--- src/rtl/cache_controller_assoc_pkg.sv ---
// cache_pkg: shared state encoding, width and one-hot helpers for the associative cache controller.
package cache_pkg;
   typedef enum logic [1:0] {INIT, IDLE, FILL} state_e;
   function automatic int way_width(input int ways);
      return (ways > 1) ? $clog2(ways) : 1;
   endfunction
   function automatic logic [7:0] onehot(input logic [2:0] w);
      return 8'b1 << w;
   endfunction
endpackage

--- src/rtl/cache_controller_assoc_if.sv ---
// cache_controller_assoc_if: request, array and memory signals between core/arrays and the controller.
interface cache_controller_assoc_if #(
   parameter int TAG_WIDTH = 3,
   parameter int INDEX_WIDTH = 5,
   parameter int BLOCK_WIDTH = 2,
   parameter int WAYS = 4
);
   logic                   i_rd;
   logic                   i_flush;
   logic [TAG_WIDTH-1:0]   i_tag;
   logic [INDEX_WIDTH-1:0] i_index;
   logic [BLOCK_WIDTH-1:0] i_block;
   logic [WAYS-1:0]        i_hit_way;
   logic                   i_mem_ack;
   logic [TAG_WIDTH-1:0]   o_tag;
   logic [INDEX_WIDTH-1:0] o_index;
   logic [BLOCK_WIDTH-1:0] o_block;
   logic [WAYS-1:0]        o_way;
   logic                   o_wr;
   logic                   o_cl;
   logic                   o_mem_req;
   logic                   o_hit;
   logic                   o_busy;
   modport slave (
      input  i_rd, i_flush, i_tag, i_index, i_block, i_hit_way, i_mem_ack,
      output o_tag, o_index, o_block, o_way, o_wr, o_cl, o_mem_req, o_hit, o_busy
   );
   modport master (
      output i_rd, i_flush, i_tag, i_index, i_block, i_hit_way, i_mem_ack,
      input  o_tag, o_index, o_block, o_way, o_wr, o_cl, o_mem_req, o_hit, o_busy
   );
endinterface

--- src/rtl/cache_controller_assoc_replacement.sv ---
// cache_replacement: per-set round-robin victim pointers, async read, sync clear.
module cache_replacement
   import cache_pkg::*;
#(
   parameter int INDEX_WIDTH = 5,
   parameter int WAYS = 4,
   localparam int WAY_WIDTH = way_width(WAYS)
) (
   input  logic                   i_clock,
   input  logic                   i_reset,
   input  logic                   i_clear,
   input  logic [INDEX_WIDTH-1:0] i_index,
   input  logic                   i_advance,
   output logic [WAY_WIDTH-1:0]   o_victim
);
   logic [WAY_WIDTH-1:0] ptr_q [2**INDEX_WIDTH];
   // a single way has nothing to rotate through, so its pointer stays at 0
   always_ff @(posedge i_clock or posedge i_reset)
      if (i_reset) ptr_q <= '{default: '0};
      else if (i_clear) ptr_q <= '{default: '0};
      else if (i_advance) ptr_q[i_index] <= (WAYS == 1) ? '0 : ptr_q[i_index] + 1'b1;
   assign o_victim = ptr_q[i_index];
endmodule

--- src/rtl/cache_controller_assoc.sv ---
// cache_controller_assoc: N-way read-only cache controller; clear sweep, hit report, block refill on miss.
module cache_controller_assoc
   import cache_pkg::*;
#(
   parameter int TAG_WIDTH = 3,
   parameter int INDEX_WIDTH = 5,
   parameter int BLOCK_WIDTH = 2,
   parameter int WAYS = 4,
   localparam int WAY_WIDTH = way_width(WAYS)
) (
   input logic i_clock,
   input logic i_reset,
   cache_controller_assoc_if.slave bus
);
   state_e                 state_q, state_d;
   logic [INDEX_WIDTH-1:0] cnt_q, cnt_d, index_q, index_d;
   logic [BLOCK_WIDTH-1:0] blk_q, blk_d;
   logic [TAG_WIDTH-1:0]   tag_q, tag_d;
   logic [WAY_WIDTH-1:0]   victim_q, victim_d, victim;
   logic                   pend_q, pend_d, advance;
   cache_replacement #(.INDEX_WIDTH(INDEX_WIDTH), .WAYS(WAYS)) u_repl (
      .i_clock  (i_clock),
      .i_reset  (i_reset),
      .i_clear  (state_q == INIT),
      .i_index  (state_q == FILL ? index_q : bus.i_index),
      .i_advance(advance),
      .o_victim (victim)
   );
   always_ff @(posedge i_clock or posedge i_reset)
      if (i_reset) begin
         state_q  <= INIT;
         cnt_q    <= '0;
         blk_q    <= '0;
         tag_q    <= '0;
         index_q  <= '0;
         victim_q <= '0;
         pend_q   <= 1'b0;
      end else begin
         state_q  <= state_d;
         cnt_q    <= cnt_d;
         blk_q    <= blk_d;
         tag_q    <= tag_d;
         index_q  <= index_d;
         victim_q <= victim_d;
         pend_q   <= pend_d;
      end
   always_comb begin
      state_d  = state_q;
      cnt_d    = cnt_q;
      blk_d    = blk_q;
      tag_d    = tag_q;
      index_d  = index_q;
      victim_d = victim_q;
      pend_d   = pend_q;
      advance  = 1'b0;
      case (state_q)
         INIT: begin
            cnt_d   = cnt_q + 1'b1;
            pend_d  = 1'b0;
            state_d = &cnt_q ? IDLE : INIT;
         end
         IDLE:
            if (bus.i_flush) begin
               state_d = INIT;
               cnt_d   = '0;
            end else if (bus.i_rd && !(|bus.i_hit_way)) begin
               state_d  = FILL;
               tag_d    = bus.i_tag;
               index_d  = bus.i_index;
               victim_d = victim;
               blk_d    = '0;
            end
         FILL: begin
            // a flush arriving with the final ack still counts as pending
            pend_d = pend_q | bus.i_flush;
            if (bus.i_mem_ack) begin
               blk_d = blk_q + 1'b1;
               if (&blk_q) begin
                  advance = 1'b1;
                  state_d = pend_d ? INIT : IDLE;
                  cnt_d   = '0;
               end
            end
         end
         default: state_d = INIT;
      endcase
   end
   always_comb begin
      bus.o_tag     = bus.i_tag;
      bus.o_index   = bus.i_index;
      bus.o_block   = bus.i_block;
      bus.o_way     = '0;
      bus.o_wr      = 1'b0;
      bus.o_cl      = 1'b0;
      bus.o_mem_req = 1'b0;
      bus.o_hit     = 1'b0;
      bus.o_busy    = 1'b1;
      case (state_q)
         INIT: begin
            bus.o_cl    = 1'b1;
            bus.o_way   = '1;
            bus.o_index = cnt_q;
         end
         IDLE: begin
            bus.o_busy = 1'b0;
            bus.o_hit  = |bus.i_hit_way;
         end
         FILL: begin
            bus.o_tag     = tag_q;
            bus.o_index   = index_q;
            bus.o_block   = blk_q;
            bus.o_way     = WAYS'(onehot(3'(victim_q)));
            bus.o_wr      = bus.i_mem_ack;
            bus.o_mem_req = 1'b1;
         end
         default: ;
      endcase
   end
endmodule

--- src/flat_wrapper.sv ---
// flat-port wrapper written by rule: the top's interface ports become plain ports
module cache_controller_assoc_flat import cache_pkg::*;
#(
   parameter int TAG_WIDTH = 3,
   parameter int INDEX_WIDTH = 5,
   parameter int BLOCK_WIDTH = 2,
   parameter int WAYS = 4,
   localparam int WAY_WIDTH = way_width(WAYS)
)
  (i_clock, i_reset, bus_i_rd, bus_i_flush, bus_i_tag, bus_i_index, bus_i_block, bus_i_hit_way, bus_i_mem_ack, bus_o_tag, bus_o_index, bus_o_block, bus_o_way, bus_o_wr, bus_o_cl, bus_o_mem_req, bus_o_hit, bus_o_busy);
  cache_controller_assoc_if #(.TAG_WIDTH(TAG_WIDTH), .INDEX_WIDTH(INDEX_WIDTH), .BLOCK_WIDTH(BLOCK_WIDTH), .WAYS(WAYS)) bus_i ();
  input logic i_clock;
  input logic i_reset;
  input wire logic [$bits(bus_i.i_rd)-1:0] bus_i_rd;
  input wire logic [$bits(bus_i.i_flush)-1:0] bus_i_flush;
  input wire logic [$bits(bus_i.i_tag)-1:0] bus_i_tag;
  input wire logic [$bits(bus_i.i_index)-1:0] bus_i_index;
  input wire logic [$bits(bus_i.i_block)-1:0] bus_i_block;
  input wire logic [$bits(bus_i.i_hit_way)-1:0] bus_i_hit_way;
  input wire logic [$bits(bus_i.i_mem_ack)-1:0] bus_i_mem_ack;
  output wire logic [$bits(bus_i.o_tag)-1:0] bus_o_tag;
  output wire logic [$bits(bus_i.o_index)-1:0] bus_o_index;
  output wire logic [$bits(bus_i.o_block)-1:0] bus_o_block;
  output wire logic [$bits(bus_i.o_way)-1:0] bus_o_way;
  output wire logic [$bits(bus_i.o_wr)-1:0] bus_o_wr;
  output wire logic [$bits(bus_i.o_cl)-1:0] bus_o_cl;
  output wire logic [$bits(bus_i.o_mem_req)-1:0] bus_o_mem_req;
  output wire logic [$bits(bus_i.o_hit)-1:0] bus_o_hit;
  output wire logic [$bits(bus_i.o_busy)-1:0] bus_o_busy;
  assign bus_i.i_rd = bus_i_rd;
  assign bus_i.i_flush = bus_i_flush;
  assign bus_i.i_tag = bus_i_tag;
  assign bus_i.i_index = bus_i_index;
  assign bus_i.i_block = bus_i_block;
  assign bus_i.i_hit_way = bus_i_hit_way;
  assign bus_i.i_mem_ack = bus_i_mem_ack;
  assign bus_o_tag = bus_i.o_tag;
  assign bus_o_index = bus_i.o_index;
  assign bus_o_block = bus_i.o_block;
  assign bus_o_way = bus_i.o_way;
  assign bus_o_wr = bus_i.o_wr;
  assign bus_o_cl = bus_i.o_cl;
  assign bus_o_mem_req = bus_i.o_mem_req;
  assign bus_o_hit = bus_i.o_hit;
  assign bus_o_busy = bus_i.o_busy;
  cache_controller_assoc #(.TAG_WIDTH(TAG_WIDTH), .INDEX_WIDTH(INDEX_WIDTH), .BLOCK_WIDTH(BLOCK_WIDTH), .WAYS(WAYS)) u_core (.i_clock(i_clock), .i_reset(i_reset), .bus(bus_i));
endmodule
--- config.mk ---
export PLATFORM = sky130hd
export DESIGN_NAME = cache_controller_assoc_flat
export DESIGN_NICKNAME = d
export VERILOG_FILES = /design/src/rtl/cache_controller_assoc_pkg.sv /design/src/rtl/cache_controller_assoc_if.sv /design/src/rtl/cache_controller_assoc_replacement.sv /design/src/rtl/cache_controller_assoc.sv /design/src/flat_wrapper.sv
export SDC_FILE = /design/constraint.sdc
export NUM_CORES = 1
export LEC_CHECK = 0
export BUFFER_PORTS_ARGS = -buffer_cell sky130_fd_sc_hd__buf_2
export CAP_MARGIN = 5
export CORE_UTILIZATION = 50
export DETAILED_ROUTE_END_ITERATION = 8
export PLACE_DENSITY = 0.69
export SYNTH_ARGS = -nofsm -noshare
export SYNTH_HDL_FRONTEND = slang
export SYNTH_HIERARCHICAL = 1
export SYNTH_SLANG_ARGS = --single-unit
--- constraint.sdc ---
create_clock -name i_clock -period 7.8 [get_ports i_clock]
set_input_delay 1.95 -clock i_clock [delete_from_list [all_inputs] [get_ports i_clock]]
set_output_delay 1.95 -clock i_clock [all_outputs]
set_load 0.05 [all_outputs]
## After elaboration in Yosys (flattened, before gate mapping)

Index checks and enable logic that the tools add are counted.

| word-level totals | value |
|---|---|
| logic and storage cells | 108 |
| input bits | 19 |
| register bits after elaboration | 84 |
| output and inout port bits | 19 |

| operators by class | value |
|---|---|
| add/sub/neg operators | 3 |
| muxes and demuxes | 37 |
| $lt $le $gt $ge | 2 |
| bitwise logic cells | 3 |
| reduce and logical (&&, ||, !) cells | 15 |
| eq/ne operators | 8 |
| shift operators | 1 |

Operators with widths:

| operator | number |
|---|---|
| 64-bit two-way mux | 2 |
| 64-bit bitwise mux | 1 |
| 2-bit two-way mux | 11 |
| 5-bit two-way mux | 4 |
| 5-bit one-hot mux with 3 select lines | 1 |
| 2-bit binary-select mux with 5-bit select | 1 |
| 2-bit demux with 5-bit select | 1 |
| 1-bit two-way mux | 10 |
| 5-bit one-hot mux with 2 select lines | 1 |
| 2-bit != test, second input constant | 4 |
| 4-bit one-hot mux with 2 select lines | 1 |
| 4-bit AND reduction | 2 |
| 6-bit >= comparator, second input constant | 1 |
| 6-bit by 1-bit less-than comparator with 1-bit output, second input constant | 1 |
| 5-bit NOT with 6-bit output | 1 |
| 2-bit one-hot mux with 3 select lines | 1 |
| 3-bit AND reduction | 2 |
| 2-bit nonzero test | 3 |
| 5-bit by 1-bit adder with 5-bit output, second input constant | 1 |
| 5-bit AND reduction | 1 |
| 2-bit by 1-bit adder with 2-bit output, second input constant | 2 |
| 2-bit one-hot mux with 2 select lines | 1 |
| 4-bit OR reduction | 1 |
| 1-bit by 2-bit << shifter with 4-bit output, first input constant | 1 |
| 13 further kinds | 14 |

## Logic depth before layout (Yosys ltp)

Gate-level depths: netlist (run 1).

| logic depth | value |
|---|---|
| depth after elaboration | 10 |
| mapped depth | 17 |

## Cells and area by module

The synthesis (run 1) kept the hierarchy.

Modules (own cells, without submodules):

| module | sequential area each (um^2) | cells an instance | instances | area each (um^2) |
|---|---|---|---|---|
| cache_replacement | 1601.5 | 368 | 1 | 3348.2 |
| cache_controller_assoc | 500.5 | 135 | 1 | 1325.0 |

## Worst setup path before layout (run 1)

Ideal clock, no wire load.

| timing path | value |
|---|---|
| path kind | input to output |
| start | in bus_i_index[0] |
| end | out bus_o_index[0] |
| stages on the path | 2 |
| arrival | 2.793 ns |
| path slack | 3.057 ns |
| path through | nand2_1 > o211ai_1 |

| between the ends | value |
|---|---|
| cells in the longest elaborated chain, start to end | 1 |

Ends and longest elaborated chain:

| item | RTL line | source |
|---|---|---|
| from (decl) | flat_wrapper.sv:17 | `input wire logic [$bits(bus_i.i_index)-1:0] bus_i_index;` |
| 5-bit one-hot mux with 2 select lines | cache_controller_assoc.sv:98 | `case (state_q)` |
| to (decl) | flat_wrapper.sv:22 | `output wire logic [$bits(bus_i.o_index)-1:0] bus_o_index;` |

Every way passes these cells.

## Final worst setup path (run 1)

| timing path | value |
|---|---|
| start | in bus_i_index[0] |
| end | reg u_core/u_repl/ptr_q[43] (netlist name) |

| between the ends | value |
|---|---|
| cells in the longest elaborated chain, start to end | 9 |
| elaborated cells on any way between the ends | 14 |
| those cells by class | add/sub (1); order compare (2); mux (9); bitwise (1); reduce/logical (1) |

Ends and longest elaborated chain:

| item | RTL line | source |
|---|---|---|
| 5-bit two-way mux (*) | cache_controller_assoc.sv:25 | `.i_index (state_q == FILL ? index_q : bus.i_index),` |
| 5-bit NOT with 6-bit output (*) | cache_controller_assoc_replacement.sv:21 | `else if (i_advance) ptr_q[i_index] <= (WAYS == 1) ? '0 : ptr_q[i_index] + 1'b1;` |
| 2-bit binary-select mux with 5-bit select (tied with other cells) | cache_controller_assoc_replacement.sv:21 |  |
| 2-bit two-way mux (not written as such) / 1-bit logical AND (equally long branches) | cache_controller_assoc_replacement.sv:21 |  |
| 2-bit two-way mux (not written as such) | cache_controller_assoc_replacement.sv:21 |  |
| 2-bit by 1-bit adder with 2-bit output / 2-bit demux with 5-bit select (equally long branches) | cache_controller_assoc_replacement.sv:21 |  |
| 64-bit bitwise mux (*) | cache_controller_assoc_replacement.sv:21 |  |
| 64-bit two-way mux (*) | cache_controller_assoc_replacement.sv:21 |  |
| 64-bit two-way mux (*) | cache_controller_assoc_replacement.sv:20 | `else if (i_clear) ptr_q <= '{default: '0};` |
| to (signal, indexed assignment) | cache_controller_assoc_replacement.sv:21 |  |
| to (decl) | cache_controller_assoc_replacement.sv:16 | `logic [WAY_WIDTH-1:0] ptr_q [2**INDEX_WIDTH];` |

Mark *: on every way between the ends. The rest lies on a longest branch, timed or not. The select of a mux whose other input is x is not followed.
A chain may end at the register's enable or synchronous reset.

==> results of run 1 <==
## report_power, final
| part | internal (W) | total, W | switching, W | leakage, nW |
|---|---|---|---|---|
| clock | 0.000155 | 0.000309 | 0.000154 | 0.0914 |
| combinational | 0.0000747 | 0.000232 | 0.000158 | 0.838 |
| sequential | 0.000452 | 0.000475 | 0.0000223 | 1.16 |
| total | 0.000682 | 0.00102 | 0.000334 | 2.09 |
## cell usage after synthesis (all sizes together), types with 2 or more instances
master / number
dfrtp: 84
nor2: 74
nand2: 56
o21ai: 39
a21oi: 38
a211oi: 33
clkbuf: 24
mux2i: 24
mux2: 22
buf: 12
inv: 11
ha: 7
nand3: 7
nand3b: 7
a22oi: 5
nor2b: 5
a31oi: 4
mux4: 4
o22ai: 4
and3: 3
nor3: 3
o41ai: 3
or3b: 3
and2b: 2
nand2b: 2
o211ai: 2
o221ai: 2
o31ai: 2
or2: 2
or3: 2
## final cells by class
type	count	share of cell area
clock buffer	11	0.0279
clock inverter	4	0.00987
inverter	11	0.00815
multi-input combinational	372	0.469
sequential	84	0.415
tap	108	0.0267
timing repair buffer	42	0.0439
## stage by stage
stage | area, µm² | utilization | hold WS [ns] | cells | total power [W]
final | 5070 | 0.570 | 0.511 | 632 | 0.00102
after global routing | 5070 | 0.570 | 0.520 | 632 | 0.00106
after CTS | 5070 | 0.570 | 0.510 | 632 | 0.00102
after detailed placement | 4880 | 0.549 | 0.490 | 617 | 0.000716
after global placement | 4880 | 0.549 | 0.484 | 617 | 0.000711
after floorplan | 4670 | - | 0.468 | 503 | 0.000663
## routing by layer
layer	up-vias	global-route usage	routed length, µm	share of wire
met1	1867	0.304	4900	0.46
met2	118	0.388	5090	0.48
met5	-	0	0	0
met4	0	0.0850	177	0.017
li1	1830	-	-	-
met3	15	0.0369	542	0.051
## registers in the layout, summed over array words and instances (netlist names)
name,count
u_core/index_q,5
u_core/victim_q,2
u_core/u_repl/ptr_q,64
u_core/cnt_q,5
u_core/tag_q,3
u_core/state_q,2
u_core/blk_q,2
u_core/pend_q,1
## logic make-up after synthesis
family | count (synthesis) | share of synthesized area
AOI/OAI and AO/OA | 141 | 0.193
xor gates and xnor gates | 1 | 0.00187
and+or+nand+nor | 173 | 0.168
adders and majority gates | 7 | 0.0187
buffers and inverters | 47 | 0.0444
DFF | 84 | 0.450
muxes | 50 | 0.124
## final timing paths
path / from / endpoint / slack [ns] / cells past startpoint
min reg2reg: u_core/tag_q[2] / u_core/tag_q[2] / 0.51 / 1
max: bus_i_index[0] / u_core/u_repl/ptr_q[43] / 2.58 / 11
min in group asynchronous: i_reset / u_core/tag_q[2] / 1.75 / 2
max in group asynchronous: i_reset / u_core/u_repl/ptr_q[37] / 5.42 / 3
max reg2reg: u_core/state_q[0] / u_core/u_repl/ptr_q[43] / 3.16 / 14
min: u_core/tag_q[2] / u_core/tag_q[2] / 0.51 / 1
==> flow_summary.ini, run 1 <==
[timing]
maxSlewViolCount = 0
fmax_mhz = 192
finalWorstSetupSlack_ns = 2.58
period_needed_ns = 5.22
worst_pin_slew_ns = 0.993
fin_tns_setup_ns = 0
hold_viol_final = 0
rsz0062_at_grt = no
finClkSkew_ns = 0.0102
setup_violations = 0
period_share = 0.669
relSlewSlack = 0.336

[place]
gp_congestion = 0.806
io_buffers = 37
pre_cts_ws_ns = 2.23
hpwlAfterDp_um = 6910

[clocking]
clock-sinks = 84
hold_buffers = 0
numCtsBuffers = 9
cts_tree = yes
post_cts_resize_count = 0
clock_latency_ns = 0.36
clk_pin_slew_ns = 0.08
clockRootBuffer = clkbuf_8
h-tree-depth = 3
post_cts_buffers = 0
cts_max_path_buffers = 2

[setup_path]
cp-end-kind = flop
critPathMaxFanout = 34
crit_required_ns = 8.00
worstSetupPathType = in -> reg
path_cells = buf_2 > nand2_1 > nand2_2 > mux4_2 > nand2_1 > o221ai_2 > a2111oi_4 > buf_4 > xor2_2 > buf_4 > a211oi_1
crit_family = simple AND/OR/NAND/NOR gates
crit_buf_inv = 3
critical_path.max_stage_delay_ns = 0.72
critPathLaunchType = input pin
critPathArrivalTime_ns = 5.41
slowest_stage = nand2_2

[routing]
ant_nets = 0
drt-wirelength-per-cell_um = 16.9
vias = 3830
route.detailed.drc = 0
wl_um = 10700
drtIter0Drc = 390
dr.pass1.iters = 5
viasPerCell = 6.06

[die]
initial_utilization = 0.526
die_h_um = 98.7
core_area_um2 = 8890
ios = 38
rows = 34
dieArea_um2 = 9740
dieWidth_um = 98.7

[synthesis]
synth_edf_count = 0
ys.flop_type = dfrtp_1
synth.distinct_cells = 54
syn_inst = 503
ys_ff_latch = 84
yosysWarnings = 6
netlist_area_um2 = 4670
seq_area_frac_synth = 0.450
synth.top_cell.area_share = 0.450
avgSynthCellArea_um2 = 9.29
yosysTopAreaCell = dfrtp_1
syn_nets = 529
async_flop_share = 1.00
synth_area_leaders = dfrtp_1 45%, nor2_1 5.9%, mux2_2 5.3%, mux2i_1 5.1%, a211oi_1 5.1%

[finish]
register_area_um2 = 2100
area_growth_pct = 8.46
drive_gt1_frac = 0.191
diodes = 0
nets = 546
final_common_cell = dfrtp_1
multi_input_area_um2 = 2380
final_cell_mix = 84 x dfrtp_1, 73 x nor2_1, 55 x nand2_1
fillCellCount = 775

[worst_hold_path]
hold_class = reg -> reg

[grt]
grt_max_degree = 78
overflow = 0
grt_antenna_before_repair = 0
first_global_vias = 3587
grt_first_pass_wirelength_um = 17700
globalRouteTotalUtil = 0.231

[status]
status = finished, final reports clean

[power]
ir_drop_v = 0.0000843
power.leakage_nw = 2.09
cellPowerDensity_nw_per_um2 = 200

[run]
max-cap-violations = 0
Note: power is estimated with default switching activity, not from simulation.
==> inputs of run 2 (changes only) <==
Settings changed: ABC_AREA set to 1, PLACE_DENSITY 0.69 to 0.72.
Clock period 7.8 ns to 4.7 ns, I/O delays scaled along.
==> flow_summary.ini, run 2 <==
[status]
status = finished, final reports clean

[die]
rows = 37
core_area_um2 = 10300
initial_utilization = 0.513
dieWidth_um = 105
die_h_um = 105
ios = 38
dieArea_um2 = 11000

[synthesis]
ys.flop_type = dfrtp_1
syn_inst = 745
seq_area_frac_synth = 0.398
async_flop_share = 1.00
synth_area_leaders = dfrtp_1 40%, nand2_1 26%, nand3_2 5.9%, inv_1 3.1%, a21oi_1 2.7%
yosysTopAreaCell = dfrtp_1
avgSynthCellArea_um2 = 7.08
netlist_area_um2 = 5280
synth.top_cell.area_share = 0.398
synth.distinct_cells = 31
syn_nets = 771
ys_ff_latch = 84
synth_most_common_cell = nand2_1
synth_edf_count = 0
yosysWarnings = 6
synthTopCellsByCount = 365 x nand2_1, 84 x dfrtp_1, 44 x inv_1, 33 x nor2_1, 31 x nand3_2

[clocking]
cts_tree = yes
cts_max_path_buffers = 2
clockRootBuffer = clkbuf_8
clock_latency_ns = 0.37
post_cts_resize_count = 0
hold_buffers = 0
numCtsBuffers = 9
clk_pin_slew_ns = 0.09
clock-sinks = 84
post_cts_buffers = 0
h-tree-depth = 3

[setup_path]
critPathLaunchType = flop
worstRegToRegCells = 15
rrSetupSlack_ns = 0.88
cp-end-kind = flop
critPathArrivalTime_ns = 4.08
worstSetupPathType = reg -> reg
critPathMaxFanout = 32
crit_required_ns = 4.96

[routing]
wl_um = 13100
dr.pass1.iters = 6
drtIter0Drc = 372
viasPerCell = 5.28
vias = 4822
route.detailed.drc = 0
drt-wirelength-per-cell_um = 14.3
ant_nets = 0

[timing]
finClkSkew_ns = 0.0112
worst_pin_slew_ns = 0.922
setup_violations = 0
timing.hold.ws_ns = 0.484
period_share = 0.812
relSlewSlack = 0.381
period_needed_ns = 3.82
fmax_mhz = 262
fin_tns_setup_ns = 0
hold_viol_final = 0
rsz0062_at_grt = no
maxSlewViolCount = 0

[finish]
diodes = 0
area_growth_pct = 8.32
largest_register_ffs = 64
fillCellCount = 1008
drive_gt1_frac = 0.177
nets = 799
largestRegisters = u_core/u_repl/ptr_q (64), u_core/cnt_q (5), u_core/index_q (5)
largest_register = u_core/u_repl/ptr_q
register_area_um2 = 2100
final_common_cell = nand2_1
multi_input_area_um2 = 2740
final_cell_mix = 365 x nand2_1, 84 x dfrtp_1, 43 x inv_1

[place]
io_buffers = 37
hpwlAfterDp_um = 8910
gp_congestion = 0.878

[grt]
first_global_vias = 4578
grt_antenna_before_repair = 0
grt_first_pass_wirelength_um = 22400
overflow = 0
globalRouteTotalUtil = 0.258
grt_max_degree = 59

[power]
power.leakage_nw = 3.09
cellPowerDensity_nw_per_um2 = 347
ir_drop_v = 0.000258

[worst_hold_path]
hold_depth = 2
hold_class = reg -> reg

[run]
max-cap-violations = 0
## run 2: cell count changes after synthesis, moves of 10 or more
cell      previous run  this run
nor2_1              73        33
a211oi_1            32         0
clkbuf_1            24         8
mux2_2              22         0
mux2i_1             24         0
a21oi_1             38        28
nand2_1             56       365
nand3_1              7        23
inv_2                0        13
inv_1               11        44
o21ai_0             38        19
nand3_2              0        31
nor3_1               3        24
## run 2: layout make-up
type,count,share of cell area
clock buffers,11,0.0247
well taps,136,0.0298
inverters,58,0.0381
clock inverters,5,0.0131
multi-input cells,572,0.480
flip-flops and latches,84,0.368
repair buffers,48,0.0468
## run 2: final timing paths
path                                    startpoint                 endpoint
max in group asynchronous                  i_reset  u_core/u_repl/ptr_q[53]
hold reg to reg            u_core/u_repl/ptr_q[53]  u_core/u_repl/ptr_q[53]
setup reg to reg                 u_core/state_q[0]  u_core/u_repl/ptr_q[57]
hold / removal             u_core/u_repl/ptr_q[53]  u_core/u_repl/ptr_q[53]
min in group asynchronous                  i_reset  u_core/u_repl/ptr_q[47]
setup / recovery                 u_core/state_q[0]  u_core/u_repl/ptr_q[57]
## run 2: cell families after synthesis
logic type,Yosys count,synth area share
compound gates,63,0.0683
buf+inv,89,0.0832
flops,84,0.398
simple gates,502,0.433
fa+ha+maj,7,0.0166
## run 2: metal layers
layer,up-vias,global-route usage,share of wire
met5,-,0,0
li1,2401,-,-
met3,15,0.0443,0.045
met4,0,0.0936,0.013
met2,102,0.408,0.48
met1,2304,0.355,0.46
## run 2: stage by stage
stage               power [W]  utilization  worst slack, ns  std cells  instance area (µm²)
floorplan             0.00128            -             1.04        745                 5280
global placement      0.00140        0.535            0.924        898                 5500
detailed placement    0.00142        0.535            0.821        898                 5500
CTS                   0.00199        0.556            0.926        914                 5720
global route          0.00209        0.556            0.399        914                 5720
finish                0.00198        0.556            0.883        914                 5720
## run 2: critical path, cell delays in order, from the launching register on
cell     delay (ns)
dfrtp_1        0.43
inv_1          0.10
ha_1           0.73
nand2_1        0.15
o21ai_1        0.54
inv_2          0.34
nand2_1        0.16
nand2_1        0.06
nand2_1        0.06
nand2_1        0.07
inv_2          0.06
nand2_2        0.06
nor2_4         0.42
nand2_8        0.29
nand3_1        0.15
nand2_1        0.06
## run 2: power by group
part / internal [W] / switching, W / total (W) / leakage [nW]
logic: 0.000153 / 0.000461 / 0.000614 / 1.83
registers: 0.000761 / 0.0000298 / 0.000791 / 1.15
clock network: 0.000311 / 0.000267 / 0.000578 / 0.113
total: 0.00123 / 0.000757 / 0.00198 / 3.09
==> inputs of run 3 (changes only) <==
Settings changed: ABC_AREA 1 to 0.
Clock period 4.7 ns to 3.3 ns, I/O delays scaled along.
==> flow_summary.ini, run 3 (synthesis results as in run 1) <==
[status]
status = finished, final reports clean

[finish]
largest_register = u_core/u_repl/ptr_q
largest_register_ffs = 64
fillCellCount = 775
final_common_cell = dfrtp_1
final_cell_mix = 84 x dfrtp_1, 73 x nor2_1, 55 x nand2_1
area_growth_pct = 13.0
nets = 568
fin_area_um2 = 5280
largestRegisters = u_core/u_repl/ptr_q (64), u_core/cnt_q (5), u_core/index_q (5)
diodes = 0
drive_gt1_frac = 0.239

[clocking]
clock_latency_ns = 0.36
clock-sinks = 84
numCtsBuffers = 9
h-tree-depth = 3
hold_buffers = 0
clockRootBuffer = clkbuf_8
cts_tree = yes
clk_pin_slew_ns = 0.09
cts_max_path_buffers = 2

[routing]
drtIter0Drc = 303
vias = 3994
route.detailed.drc = 0
ant_nets = 0
drt-wirelength-per-cell_um = 17.5
viasPerCell = 6.10
wl_um = 11500
dr.pass1.iters = 5

[setup_path]
critPathMaxFanout = 12
worstRegToRegCells = 14
crit_top_cell = buf_4
critical_path.max_stage_delay_ns = 0.43
worstSetupPathType = reg -> reg
slowest_stage = a2111oi_4
critPathLaunchType = flop
crit_family = buffers and inverters
path_cells = inv_2 > ha_4 > inv_1 > nand2_1 > nand2_2 > buf_12 > buf_4 > mux2i_2 > a22oi_1 > and3_1 > a2111oi_4 > xor2_2 > buf_4 > a211oi_1
r2r_start = u_core/state_q[0]
critPathArrivalTime_ns = 3.36
crit_required_ns = 3.55
rrSetupSlack_ns = 0.19
r2r-end = u_core/u_repl/ptr_q[55]
cp-end-kind = flop
crit_buf_inv = 5

[timing]
hold_viol_final = 0
period_share = 0.943
finClkSkew_ns = 0.00913
fmax_mhz = 321
relSlewSlack = 0.503
setup_violations = 0
rsz0062_at_grt = no
worst_pin_slew_ns = 0.744
fin_tns_setup_ns = 0
period_needed_ns = 3.11
maxSlewViolCount = 0

[place]
hpwlAfterDp_um = 7840
place_area_um2 = 5050
io_buffers = 37
gp_congestion = 0.856

[power]
cellPowerDensity_nw_per_um2 = 450
p_clk_frac = 0.280
power_switching_w = 0.000834
power.leakage_nw = 2.20
combPwrFrac = 0.248
seqPwrFrac = 0.472
ir_drop_v = 0.000351
internal_power_w = 0.00154
power.share.switching = 0.351

[grt]
globalRouteTotalUtil = 0.246
grt_max_degree = 66
grt_first_pass_wirelength_um = 18900
overflow = 0
grt_antenna_before_repair = 0
first_global_vias = 3826

[die]
initial_utilization = 0.526
dieArea_um2 = 9740
ios = 38
die_h_um = 98.7
core_area_um2 = 8890
rows = 34
dieWidth_um = 98.7

[worst_hold_path]
hold_class = in -> async

[run]
max-cap-violations = 0
[run 3: changes by cell type in the layout (fill, tap and decap cells not counted), sizes merged, moves of 7 or more]
cell	before	now
o21ai	23	39
inv	57	12
buf	48	63
nand3b	0	7
mux2	0	22
nor3	32	3
nand3	54	7
nor2	39	74
mux2i	0	24
nand2	372	56
a211oi	0	33
[run 3: power groups by stage]
stage          logic [W]  registers, W  clock network [W]
3_3_place_gp    0.000568       0.00114                  0
3_5_place_dp    0.000580       0.00114                  0
2_1_floorplan   0.000451       0.00112                  0
6_report        0.000590       0.00112           0.000665
5_1_grt         0.000633       0.00113           0.000718
4_1_cts         0.000582       0.00112           0.000681
[run 3: routing by layer]
metal	up-vias	wire, µm	global-route usage
li1	1869	-	-
met1	1963	5080	0.337
met2	144	5540	0.405
met3	18	658	0.0277
met4	0	197	0.0953
met5	-	0	0
[run 3: worst max-delay path by stage]
stage | startpoint | end | slack [ns] | cells past startpoint
2_1_floorplan | u_core/state_q[0] | u_core/victim_q[0] | 0.01 | 14
3_3_place_gp | bus_i_index[3] | u_core/u_repl/ptr_q[21] | 0.15 | 10
3_5_place_dp | bus_i_index[3] | u_core/u_repl/ptr_q[55] | 0.07 | 10
4_1_cts | u_core/state_q[0] | u_core/u_repl/ptr_q[55] | 0.19 | 13
5_1_grt | u_core/state_q[0] | u_core/u_repl/ptr_q[47] | 0.009 | 14
6_report | u_core/state_q[0] | u_core/u_repl/ptr_q[55] | 0.19 | 14
[run 3: stage by stage]
stage	cells	hold WS [ns]	utilization	total power [W]	setup WS, ns
global route	655	0.517	0.594	0.00248	0.00867
global placement	636	0.484	0.568	0.00171	0.154
CTS	652	0.501	0.587	0.00238	0.192
detailed placement	636	0.495	0.568	0.00172	0.0654
finish	655	0.496	0.594	0.00238	0.187
floorplan	503	0.468	-	0.00158	0.0148
[run 3: what timing repair did]
action,CTS,global route
endpoints found under the setup margin,0,8
buffers inserted,0,2
endpoints found under the hold margin,0,0
gates resized for setup,0,5
[run 3: final cells by class]
type | count | area, µm² | share of cell area
Inverter | 11 | 41.3 | 0.00782
Multi-Input combinational cell | 372 | 2410 | 0.456
Sequential cell | 84 | 2100 | 0.398
Tap cell | 108 | 135 | 0.0256
Clock inverter | 7 | 51.3 | 0.00971
Timing Repair Buffer | 64 | 418 | 0.0791
Clock buffer | 9 | 124 | 0.0235
